`src/rtl/adsr_envelope_bank.sv`:
```
// Multi-voice ADSR envelope bank sharing one prescaled update tick.
// Optional macro ADSR_EXP_RELEASE_EN selects an exponential-like release tail.
package CONFIG;
  localparam int AUDIO_BIT_WIDTH = 16;
endpackage

module adsr_envelope_bank #(
  parameter int VOICES      = 8,
  parameter int LEVEL_WIDTH = CONFIG::AUDIO_BIT_WIDTH,
  parameter int TICK_DIVIDE = 1024
) (
  input  logic                                  clock_50_000_000,
  input  logic                                  reset_l,
  input  logic [LEVEL_WIDTH-1:0]                attack_step,
  input  logic [LEVEL_WIDTH-1:0]                decay_step,
  input  logic [LEVEL_WIDTH-1:0]                sustain_level,
  input  logic [LEVEL_WIDTH-1:0]                release_step,
  input  logic [VOICES-1:0]                     note_on,
  input  logic [VOICES-1:0]                     note_off,
  output logic [VOICES-1:0][LEVEL_WIDTH-1:0]    envelope,
  output logic [VOICES-1:0]                     active,
  output logic [VOICES-1:0]                     envelope_end
);

  localparam int CW = (TICK_DIVIDE > 1) ? $clog2(TICK_DIVIDE) : 1;
  localparam logic [LEVEL_WIDTH-1:0] MAX_LEVEL = '1;

  typedef enum logic [2:0] {
    IDLE,
    ATTACK,
    DECAY,
    SUSTAIN,
    RELEASE
  } state_t;

  logic [CW-1:0] r_tickCount;
  logic          w_tick;

  assign w_tick = (r_tickCount == CW'(TICK_DIVIDE - 1));

  always_ff @(posedge clock_50_000_000 or negedge reset_l) begin
    if (!reset_l) begin
      r_tickCount <= '0;
    end else if (w_tick) begin
      r_tickCount <= '0;
    end else begin
      r_tickCount <= r_tickCount + 1'b1;
    end
  end

  for (genvar v = 0; v < VOICES; v++) begin : g_voice
    state_t                 r_state;
    logic [LEVEL_WIDTH-1:0] r_level;
    logic                   r_end;
    logic [LEVEL_WIDTH:0]   w_attackSum;
    logic [LEVEL_WIDTH:0]   w_releaseDec;
    logic                   w_decayDone;
    logic                   w_releaseDone;

    assign w_attackSum = {1'b0, r_level} + {1'b0, attack_step};
`ifdef ADSR_EXP_RELEASE_EN
    assign w_releaseDec = {1'b0, r_level >> 3} + {1'b0, release_step};
`else
    assign w_releaseDec = {1'b0, release_step};
`endif
    // Level lands on the sustain floor when the step would cross it (or it already sits below).
    assign w_decayDone   = (r_level <= sustain_level) ||
                           ((r_level - sustain_level) <= decay_step);
    assign w_releaseDone = (w_releaseDec >= {1'b0, r_level});

    // Triggers override the tick update; note_on keeps the level for a click-free retrigger.
    always_ff @(posedge clock_50_000_000 or negedge reset_l) begin
      if (!reset_l) begin
        r_state <= IDLE;
        r_level <= '0;
        r_end   <= 1'b0;
      end else begin
        r_end <= 1'b0;
        if (note_on[v]) begin
          r_state <= ATTACK;
        end else if (note_off[v] && (r_state == ATTACK || r_state == DECAY ||
                                     r_state == SUSTAIN)) begin
          r_state <= RELEASE;
        end else if (w_tick) begin
          case (r_state)
            ATTACK: begin
              if (w_attackSum >= {1'b0, MAX_LEVEL}) begin
                r_level <= MAX_LEVEL;
                r_state <= DECAY;
              end else begin
                r_level <= w_attackSum[LEVEL_WIDTH-1:0];
              end
            end
            DECAY: begin
              if (w_decayDone) begin
                r_level <= sustain_level;
                r_state <= SUSTAIN;
              end else begin
                r_level <= r_level - decay_step;
              end
            end
            SUSTAIN: r_level <= sustain_level;
            RELEASE: begin
              if (w_releaseDone) begin
                r_level <= '0;
                r_state <= IDLE;
                r_end   <= 1'b1;
              end else begin
                r_level <= r_level - w_releaseDec[LEVEL_WIDTH-1:0];
              end
            end
            default: r_level <= '0;
          endcase
        end
      end
    end

    assign envelope[v]     = r_level;
    assign active[v]       = (r_state != IDLE);
    assign envelope_end[v] = r_end;
  end

endmodule

```
`config.mk`:
```
export PLATFORM = sky130hd
export DESIGN_NAME = adsr_envelope_bank
export DESIGN_NICKNAME = d
export VERILOG_FILES = /design/src/rtl/adsr_envelope_bank.sv
export SDC_FILE = /design/constraint.sdc
export NUM_CORES = 2
export LEC_CHECK = 0
export ABC_AREA = 1
export BUFFER_PORTS_ARGS = -buffer_cell sky130_fd_sc_hd__buf_4
export CORE_MARGIN = 1
export CORE_UTILIZATION = 47
export CTS_CLUSTER_DIAMETER = 30
export DETAILED_ROUTE_END_ITERATION = 10
export PLACE_DENSITY = 0.63
export SLEW_MARGIN = 20
export SYNTH_ARGS = -nofsm -noshare
export SYNTH_HDL_FRONTEND = slang
export SYNTH_SLANG_ARGS = --single-unit
```
`constraint.sdc`:
```
create_clock -name clock_50_000_000 -period 8.2 [get_ports clock_50_000_000]
set_input_delay 0.82 -clock clock_50_000_000 [delete_from_list [all_inputs] [get_ports clock_50_000_000]]
set_output_delay 0.82 -clock clock_50_000_000 [all_outputs]
set_load 0.005 [all_outputs]
```
==> impl_metrics.tcl <==
set metrics [dict create \
    status "completed" \
    critPathKind "in2reg" \
    ant_nets 0 \
    antenna_found_initial 8 \
    syn_nets 7768 \
    place_worst_setup_slack_ns 2.36 \
    detail_route.vias_per_cell 5.74 \
    clk_latency_ns 0.54 \
    crit_required_ns 8.66 \
    hold_path.class "in2async" \
    drive_gt1_frac 0.0581 \
    yosys_warnings 0 \
    wl_met2_mm 76.1 \
    seq_area_frac_synth 0.103 \
    finalHoldViolations 0 \
    postCtsHoldBufs 0 \
    initial_core_util 0.476 \
    routedWlPerCell_um 21.9 \
    synth_cells 7021 \
    wl_met1_mm 77.2 \
    finalCritPeriodShare 0.663 \
    synth.most_common_cell "nand2_1" \
    rsz0062_at_grt "no" \
    max_slew.worst_pin.slew_ns 1.27 \
    avgSynthCellArea_um2 5.90 \
    via_count 48300 \
    path_buf_inv 4 \
    area_growth_pct 8.92 \
    drt_first_pass_iters 6 \
    synth.distinct_cells 61 \
    power_density_nw_per_um2 126 \
    setup_viol 0 \
    ys.flop_type "dfrtp_1" \
    path_max_fanout 29 \
    grt.total_usage 0.403 \
    synth_top_area_frac 0.209 \
    fp.dieW_um 299 \
    cts_buffers 17 \
    crit_top_cell "nand2_1" \
    fin_util 0.519 \
    crit_cells 26 \
    n_fill_cell 9336 \
    top_level_ports 226 \
    cts_tree "done" \
    reg2regPathDepth 22 \
    synth-seq-cells 170 \
    drc 0 \
    fin_nets 7976 \
    clk_pin_slew_worst_paths_ns 0.09 \
    grt_pass1_wl_mm 270 \
    synth_enable_flop_cells 0 \
    totalWireLength_mm 184 \
    grt.overflow.total 0 \
    syn_area_um2 41500 \
    synth_common_cells "2303 x nand2_1, 918 x inv_1, 633 x ha_1, 558 x nor2_1, 534 x a21oi_1" \
    fin_skew_ns 0.0240 \
    numPortBuffers 225 \
    async_reset_ff_frac 1.00 \
    grt_pass1_vias 44100 \
    dr_wl_met3_mm 18.6 \
    final_area_um2 45200 \
    cp.arrival_ns 5.90 \
    dpl_cell_area_um2 44600 \
    tns_ns 0 \
    root_buffer "clkbuf_16" \
    grt_max_degree 89 \
    crit_family "simple AND/OR/NAND/NOR gates" \
    post_cts_resized 0 \
    max_stage_delay_ns 0.77 \
    die_h_um 299 \
    period_needed_ns 5.44 \
    holdWs_ns 0.304 \
    slew_headroom 0.151 \
    highest_layer "met5" \
    timing.final.ws_setup_ns 2.76 \
    cts.sinks 170 \
    peakVddDrop_mv 0.187 \
    cts_setup_buffers 0 \
    htree_levels 4 \
    dieArea_um2 89400 \
    p_leak_nw 26.0 \
    cp-start-kind "input port" \
    max-cap-violations 0 \
    synth_area_leaders "nand2_1 21%, ha_1 19%, dfrtp_1 10%" \
    hpwl_mm 135 \
    yosys.area.top_type "nand2_1" \
    endpoint_kind "flop" \
    cp_slowest_cell "nand3_1" \
    rows 108 \
    drt_iter0_drc 4423 \
    gp_congestion 0.989 \
    core_area_um2 87000 \
    slew_violations 0 \
    max_clock_freq_ghz 0.184 \
    cts_buffer_depth 2 \
]
path summary, 6_finish.rpt:
kind	startpoint	end	slack, ns
worst max-delay path	sustain_level[6]	g_voice[5].r_state[2]$_DFFE_PN0P_	2.76
worst max register to register	g_voice[5].r_level[1]$_DFFE_PN0P_	g_voice[5].r_state[2]$_DFFE_PN0P_	3.20
max in group asynchronous	reset_l	g_voice[5].r_level[1]$_DFFE_PN0P_	6.81
min in group clock_50_000_000	note_on[2]	g_voice[2].r_end$_DFF_PN0_	0.46
worst min register to register	r_tickCount[4]$_DFF_PN0_	r_tickCount[4]$_DFF_PN0_	0.47
worst min-delay path	reset_l	g_voice[0].r_state[0]$_DFFE_PN0P_	0.30
layer usage:
| metal | GRT usage | up-vias |
|---|---|---|
| met3 | 0.0722 | 452 |
| met5 | 0 | - |
| met1 | 0.535 | 22100 |
| met2 | 0.607 | 2165 |
| met4 | 0.243 | 2 |
| li1 | - | 23600 |
worst reg2reg max path, delay by kind of cell, from the launching register on:
family | cells | cell delay [ns]
buf+inv | 2 | 0.35
flops | 1 | 0.72
simple gates | 12 | 1.89
fa+ha+maj | 2 | 0.77
xor+xnor | 1 | 0.14
compound gates | 5 | 1.06
state kept, by name, summed over array words and instances (netlist names):
register and count:
g_voice.r_level 128, g_voice.r_end 8, g_voice.r_state 24, r_tickCount 10
final cells by class:
cell class              instances  area, um2  share of cell area
diodes                         10       25.0            0.000554
clock buffers                  18        439             0.00973
clock inverters                14        129             0.00285
inverters                     942       3540              0.0784
multi-input cells            5815      33200               0.735
flip-flops and latches        170       4250              0.0942
well taps                    1155       1450              0.0320
repair buffers                283       2140              0.0475
stage by stage:
step                      cells  power, mW
after floorplan            7021       3.58
after global placement     8365       4.68
after detailed placement   8365       4.70
after CTS                  8397       5.63
after global routing       8400       6.16
final                      8407       5.70
cell families after synthesis:
| logic type | after synthesis | share of synthesized area |
|---|---|---|
| buffers and inverters | 1036 | 0.0974 |
| xor gates and xnor gates | 318 | 0.0672 |
| adders and majority gates | 665 | 0.207 |
| AOI/OAI and AO/OA | 1108 | 0.149 |
| and+or+nand+nor | 3724 | 0.378 |
| DFF | 170 | 0.103 |
cells in the final DEF (no fill, tap or decap), types with 13 or more instances in the layout:
cell / n
nor2_1: 557
inv_2: 21
o21bai_1: 48
xnor2_1: 138
o21ai_1: 45
nor4_1: 14
dfrtp_1: 170
buf_4: 281
nand3b_1: 35
clkbuf_16: 17
o21ai_0: 271
xor2_1: 180
a21o_1: 47
nand4_1: 122
inv_1: 916
nand3_1: 517
and2_1: 13
o22ai_1: 32
nand3_2: 13
a31oi_1: 32
a21oi_1: 534
nand2_1: 2303
ha_1: 633
nor3_1: 90
a21boi_0: 15
fa_1: 32
nand2_2: 14
report_power, final:
part / internal (mW) / leakage, nW / switching [mW]
Clock: 0.410 / 0.281 / 0.507
Sequential: 0.914 / 2.21 / 0.153
Combinational: 1.25 / 23.5 / 2.47
Note: power is estimated with default switching activity, not from simulation.
